$ cat config.mk
export PLATFORM = sky130hd
export DESIGN_NAME = pc_sequencer
export DESIGN_NICKNAME = d
export VERILOG_FILES = /design/src/rtl/pc_sequencer.sv
export SDC_FILE = /design/constraint.sdc
export NUM_CORES = 1
export LEC_CHECK = 0
export ABC_AREA = 1
export CAP_MARGIN = 30
export CORE_MARGIN = 3
export CORE_UTILIZATION = 51
export DETAILED_ROUTE_END_ITERATION = 6
export PLACE_DENSITY = 0.86
export SETUP_SLACK_MARGIN = 0.3
export SYNTH_ARGS = -nofsm -noshare
export SYNTH_HDL_FRONTEND = slang
export SYNTH_SLANG_ARGS = --single-unit
$ cat constraint.sdc
create_clock -name clk -period 3.25 [get_ports clk]
set_input_delay 0.975 -clock clk [delete_from_list [all_inputs] [get_ports clk]]
set_output_delay 0.975 -clock clk [all_outputs]
set_load 0.01 [all_outputs]
$ cat src/rtl/pc_sequencer.sv
// pc_sequencer: fetch PC generator with branch redirect, stall hold,
// exception entry/return and a short invalid-fetch flush window.
module pc_sequencer #(
  parameter int unsigned           XLEN         = 32,
  parameter logic [XLEN-1:0]       RESET_PC     = 1000,
  parameter int unsigned           INC          = 4,
  parameter int unsigned           ALIGN_BITS   = 2,
  parameter logic [XLEN-1:0]       EXC_VECTOR   = 32'h0000_2000,
  parameter int unsigned           FLUSH_CYCLES = 2
) (
  input  logic            clk,
  input  logic            reset,
  input  logic            stall,
  input  logic            br_taken,
  input  logic [XLEN-1:0] br_target,
  input  logic            exc_req,
  input  logic            exc_return,
  output logic [XLEN-1:0] pc,
  output logic [XLEN-1:0] next_pc,
  output logic            pc_valid,
  output logic [XLEN-1:0] epc,
  output logic            misalign_err
);

  typedef enum logic [0:0] {
    RUN   = 1'b0,
    FLUSH = 1'b1
  } state_t;

  localparam logic [XLEN-1:0] INC_V      = XLEN'(INC);
  localparam logic [XLEN-1:0] ALIGN_MASK = (XLEN'(1) << ALIGN_BITS) - XLEN'(1);
  localparam logic [3:0]      FLUSH_CNT  = 4'(FLUSH_CYCLES);

  state_t          state_q, state_d;
  logic [3:0]      cnt_q, cnt_d;
  logic [XLEN-1:0] pc_q, pc_d;
  logic [XLEN-1:0] epc_q, epc_d;
  logic            mis_q, mis_d;

  // Entering the handler or returning from it only opens a flush window
  // when one is configured; with zero flush cycles we stay in RUN.
  localparam state_t REDIRECT_STATE = (FLUSH_CNT != 4'd0) ? FLUSH : RUN;

  // State, PC, EPC, flush counter and misalign pulse registers.
  always_ff @(posedge clk or negedge reset) begin
    if (!reset) begin
      state_q <= RUN;
      cnt_q   <= '0;
      pc_q    <= RESET_PC;
      epc_q   <= '0;
      mis_q   <= 1'b0;
    end else begin
      state_q <= state_d;
      cnt_q   <= cnt_d;
      pc_q    <= pc_d;
      epc_q   <= epc_d;
      mis_q   <= mis_d;
    end
  end

  // Next-state and next-PC selection with fixed request priority.
  always_comb begin
    state_d = state_q;
    cnt_d   = cnt_q;
    pc_d    = pc_q;
    epc_d   = epc_q;
    mis_d   = 1'b0;
    unique case (state_q)
      RUN: begin
        if (exc_req) begin
          epc_d   = pc_q;
          pc_d    = EXC_VECTOR;
          cnt_d   = FLUSH_CNT;
          state_d = REDIRECT_STATE;
        end else if (exc_return) begin
          pc_d    = epc_q;
          cnt_d   = FLUSH_CNT;
          state_d = REDIRECT_STATE;
        end else if (br_taken) begin
          pc_d  = br_target & ~ALIGN_MASK;
          mis_d = |(br_target & ALIGN_MASK);
        end else if (stall) begin
          pc_d = pc_q;
        end else begin
          pc_d = pc_q + INC_V;
        end
      end
      FLUSH: begin
        // Only a fresh exception is honoured here; it restarts the window
        // without overwriting the EPC saved on first entry.
        if (exc_req) begin
          pc_d  = EXC_VECTOR;
          cnt_d = FLUSH_CNT;
        end else begin
          cnt_d = cnt_q - 4'd1;
          if (cnt_q <= 4'd1) begin
            state_d = RUN;
          end
        end
      end
      default: begin
        state_d = RUN;
      end
    endcase
  end

  // Output drive; next_pc is purely combinational from the current PC.
  always_comb begin
    pc           = pc_q;
    next_pc      = pc_q + INC_V;
    pc_valid     = (state_q == RUN);
    epc          = epc_q;
    misalign_err = mis_q;
  end

endmodule
; Yosys cells after proc, flatten, opt, wreduce, memory -nomap -nowiden
; Index checks and enable logic that the tools add are counted.
[totals]
regBits = 70
out_inout_bits = 98
elab_cells = 34
in_bits = 38
[op_classes]
order_cmp = 1
reduce_logical = 3
muxes = 19
bitwise_logic = 1
eq_ne = 3
n_addsub = 2
[ops]
columns = op, n
row1 = 32-bit 2-to-1 mux, 5
row2 = 32-bit case mux with 2 select lines, 1
row3 = 32-bit by 3-bit adder with 32-bit output (second input constant), 1
row4 = 4-bit 2-to-1 mux, 3
row5 = 1-bit 2-to-1 mux, 8
row6 = 4-bit case mux with 2 select lines, 1
row7 = 5-bit != test (second input constant), 1
row8 = 4-bit by 1-bit <= comparator with 1-bit output (second input constant), 1
row9 = 2-bit AND reduction, 2
row10 = 4-bit by 1-bit subtractor with 4-bit output (second input constant), 1
row11 = 3-bit != test (second input constant), 1
row12 = 2-bit != test (second input constant), 1
row13 = 1-bit case mux with 2 select lines, 1
row14 = 2-bit OR reduction, 1
row15 = 1-bit NOT, 1

; Longest topological paths before layout
[depth]
ltp_word = 6
mapped_depth = 12
depth_no_buf = 12

; Least setup slack after synthesis
; OpenSTA, ideal clock, no wires.
[synth_path]
path_kind = flip-flop to output port
startpoint = register pc_q[3] (netlist: pc[3])
endpoint = output port next_pc[22]
t_arrival_ps = 1488
path_stages_with_launch = 8
setup_slack_ps = 787
n_path_buf = 0
required_time_ps = 2275
path_cell_list = dfstp_2 > ha_1 > inv_1 > nor2_2 > nand2_2 > nor2_4 > nand3_1 > and2_1
[synth_via]
elab_chain_len = 1
[synth_lines]
columns = item, line_no
row1 = "start, declared", 36  ; logic [XLEN-1:0] pc_q, pc_d;
row2 = "start signal, assigned", 55  ; pc_q <= pc_d;
row3 = 32-bit by 3-bit adder with 32-bit output, 110  ; next_pc = pc_q + INC_V;
row4 = "end, declared", 19  ; output logic [XLEN-1:0] next_pc,
; Every way passes these cells.

; Worst setup path in the final report
[layout_path]
startpoint = register pc_q[6] (netlist: pc[6])
endpoint = output port next_pc[16]
; Same word-level chain as after synthesis.

==> summary.txt <==
================================================================================
Die Width                                                               98.31 um
Root Buffer Master                                                  sky130_fd_sc_hd__clkbuf_8
Critical Path End Type                                               output port
Setup_tns                                                                   0 ns
Chip Height                                                             98.31 um
Nets                                                                         825
Minimum setup slack in the final design                                0.2033 ns
Sequential-to-total area share from yosys stat                            40.48%
Maximum vdd ir drop                                                    0.2938 mV
Iteration-0 DRC Markers                                                      467
Count of antenna-violating nets left after detailed routing                    0
Reg2reg path depth                                                            23
Multi-input combinational cell area                                    2395 um^2
Number of max-slew violations in the final report                              0
Final weighted congestion in routability-driven placement                 0.9534
Antenna violations before repair                                               0
Placeable core area                                                    8258 um^2
Detailed-route wire length per cell                                     17.27 um
Maximum fanout encountered on the critical timing path                         4
Instance count of the mapped netlist                                         618
Top cell types by occurrence after synthesis                        sky130_fd_sc_hd__nand2_1 (222), sky130_fd_sc_hd__nor2_1 (89), sky130_fd_sc_hd__dfrtp_1 (64)
Max-capacitance violation count                                                0
First-pass GRT wire length                                              23300 um
Sinks on the clock net                                                        70
Finished layout cell area                                              6286 um^2
Worst path required time                                                 2.27 ns
Proportion of layout cells with a drive suffix above 1                    19.16%
Status                                                              finished, final reports clean
Via count                                                                   5046
Number of failing setup endpoints in the final timing report                   0
Yosys warning total                                                            0
Setup WS pre-CTS                                                       0.1751 ns
Number of placed I/O pins                                                    136
Most frequent cell after synthesis                                  sky130_fd_sc_hd__nand2_1
Area leader, netlist                                                sky130_fd_sc_hd__dfrtp_1
Leading post-synthesis cells by cell area                           sky130_fd_sc_hd__dfrtp_1 (37%), sky130_fd_sc_hd__nand2_1 (19%), sky130_fd_sc_hd__nor2_1 (7.7%)
CTS tree                                                                   built
Number of hold-slack violations in the final timing report                     0
Ant diodes                                                                     0
Clock-pin transition on the worst setup and hold timing paths            0.08 ns
Die ar.                                                                9664 um^2
Wire length reported by the detailed router                             15420 um
Endpoint of the most critical setup path                             next_pc[16]
Area occupied by registers                                             1767 um^2
Mean instance size in the synthesized netlist                         7.031 um^2
Critical path launch point type                                             flop
Cell row count                                                                33
Total Routing Usage GR                                                    29.70%
Class of the most critical hold timing path                           reg -> reg
Post-route DRC violation count                                                 0
Number of synthesized flops with an enable pin                                 0
Post-synth design cell area                                            4345 um^2
Hold buffer count at CTS                                                       0
Number of global-route vias before repair                                   4882
Startpoint of the lowest-slack register-to-register path                   pc[2]
RR Endpoint                                                               pc[26]
Buffer depth of the longest clock path                                         2
Net count after synthesis                                                    660
RSZ-0062 raised after global routing                                         yes
Largest net degree at the start of global routing                             42
Slew at the pin with the worst max-slew slack                          0.7282 ns
Min Clock Period, post-route                                            3.047 ns
Arrival time reported for the critical path endpoint                     2.07 ns
Area share of the largest cell type after synthesis                       36.86%
Total of fill cells in the finished design                                   582
Post-route clock skew                                                 0.01075 ns
Vias per std cell                                                          5.651
CTS buffer count                                                               9
Static leakage power                                                    2.996 nW
R2r setup slk                                                            0.32 ns
Worst Setup Path Type                                                 reg -> out
Start point of the critical path                                           pc[6]
GRT Residual Overflow                                                          0
Flip-flop cell with the highest count after synthesis               sky130_fd_sc_hd__dfrtp_1
Skew-Pair Late Insertion Delay                                           0.35 ns
Starting density of the core                                              52.62%
Drt first pass iters                                                           6
Number of buffers added on ports                                             135
Share of async-settable or async-resettable flops after synthesis         100.0%
Synth unique cells                                                            35
Power density over the cells                                        534.3 nW/um^2
Instance area after placement                                          5763 um^2
Synth Register Bits                                                           70
Fmax                                                                   328.2 MHz
Area growth from synthesis to layout                                      44.66%
Worst slew margin relative to its limit                                   51.45%
Placed wire-length estimate                                              9827 um
Share of the clock period used by the worst path                          93.75%
Count of H-tree levels built during CTS                                        3
================================================================================
==> state kept, by name, indices dropped and copies added (netlist names) <==
name	cells
epc	32
pc	32
cnt_q	4
misalign_err	1
state_q	1
==> through the flow <==
stage	utilization (%)	power, mW	cells	hold slack (ns)
6_report	76.12	3.359	893	0.5200
5_1_grt	76.12	3.533	893	0.5583
4_1_cts	74.86	3.301	886	0.5228
3_5_place_dp	69.79	2.662	842	0.5068
3_3_place_gp	69.79	2.617	842	0.4967
2_1_floorplan	-	1.907	618	0.4882
==> cell type report <==
| type | count | area share, % |
|---|---|---|
| clock inverter | 4 | 0.3583 |
| timing repair buffer | 180 | 26.17 |
| tap | 105 | 2.090 |
| multi-input combinational | 474 | 38.10 |
| clock buffer | 12 | 2.309 |
| inverter | 48 | 2.866 |
| sequential | 70 | 28.11 |
==> per-layer routing <==
| metal | global-route usage [%] | part of all wire, % |
|---|---|---|
| met2 | 51.01 | 48 |
| met4 | 13.97 | 4.9 |
| met3 | 4.786 | 9.6 |
| met5 | 0 | 0 |
| met1 | 36.44 | 38 |
==> cells in the final DEF, fill, tap and decap left out, types with 7 or more instances in the layout <==
cell | netlist | final
sky130_fd_sc_hd__a21oi_1 | 26 | 26
sky130_fd_sc_hd__buf_4 | 3 | 40
sky130_fd_sc_hd__clkbuf_2 | 0 | 13
sky130_fd_sc_hd__clkbuf_8 | 5 | 10
sky130_fd_sc_hd__clkdlybuf4s50_1 | 0 | 107
sky130_fd_sc_hd__dfrtp_1 | 64 | 58
sky130_fd_sc_hd__dlygate4sd2_1 | 0 | 7
sky130_fd_sc_hd__inv_1 | 46 | 45
sky130_fd_sc_hd__nand2_1 | 222 | 215
sky130_fd_sc_hd__nand2_2 | 10 | 8
sky130_fd_sc_hd__nand2_4 | 1 | 10
sky130_fd_sc_hd__nand3_1 | 25 | 22
sky130_fd_sc_hd__nor2_1 | 89 | 82
sky130_fd_sc_hd__nor2_2 | 9 | 10
sky130_fd_sc_hd__nor2_4 | 5 | 11
sky130_fd_sc_hd__o21ai_0 | 48 | 43
sky130_fd_sc_hd__xor2_1 | 8 | 7
==> cells by family after synthesis <==
logic type	count (synthesis)	share of synthesized area, %
compound gates	82	10.02
xor+xnor	13	3.311
fa+ha+maj	4	1.152
buf+inv	74	8.178
flops	70	40.48
mux	4	1.036
simple gates	371	35.82
==> power by group <==
part / leakage [nW] / switching, mW / internal, mW / total (mW)
clock: 0.0861 / 0.337 / 0.295 / 0.632
sequential: 0.918 / 0.253 / 1.09 / 1.34
combinational: 1.99 / 0.702 / 0.681 / 1.38
total: 3.00 / 1.29 / 2.07 / 3.36
==> worst max-delay path, cell delays in order (launching register included) <==
cell and delay [ns]:
sky130_fd_sc_hd__dfstp_2 0.63, sky130_fd_sc_hd__nand2_4 0.10, sky130_fd_sc_hd__nor2_4 0.16, sky130_fd_sc_hd__nand2_4 0.11
sky130_fd_sc_hd__nor2_4 0.15, sky130_fd_sc_hd__buf_4 0.14, sky130_fd_sc_hd__xor2_2 0.15, sky130_fd_sc_hd__dlygate4sd2_1 0.28
==> how the worst min path moves through the flow <==
stage | startpoint | to | cells after the start
final | epc[10] | epc[10] | 2
after global routing | epc[27] | epc[27] | 2
after CTS | epc[27] | epc[27] | 2
after detailed placement | epc[27] | epc[27] | 2
after global placement | epc[10] | epc[10] | 2
after floorplan | cnt_q[0] | cnt_q[0] | 1
==> timing repair <==
item                       in CTS  in global routing
resized for setup              69                 55
setup endpoints to repair      27                 22
setup buffers                  28                  7
pin swaps                       9                 13
No activity file was read; power rests on OpenSTA's default activity.
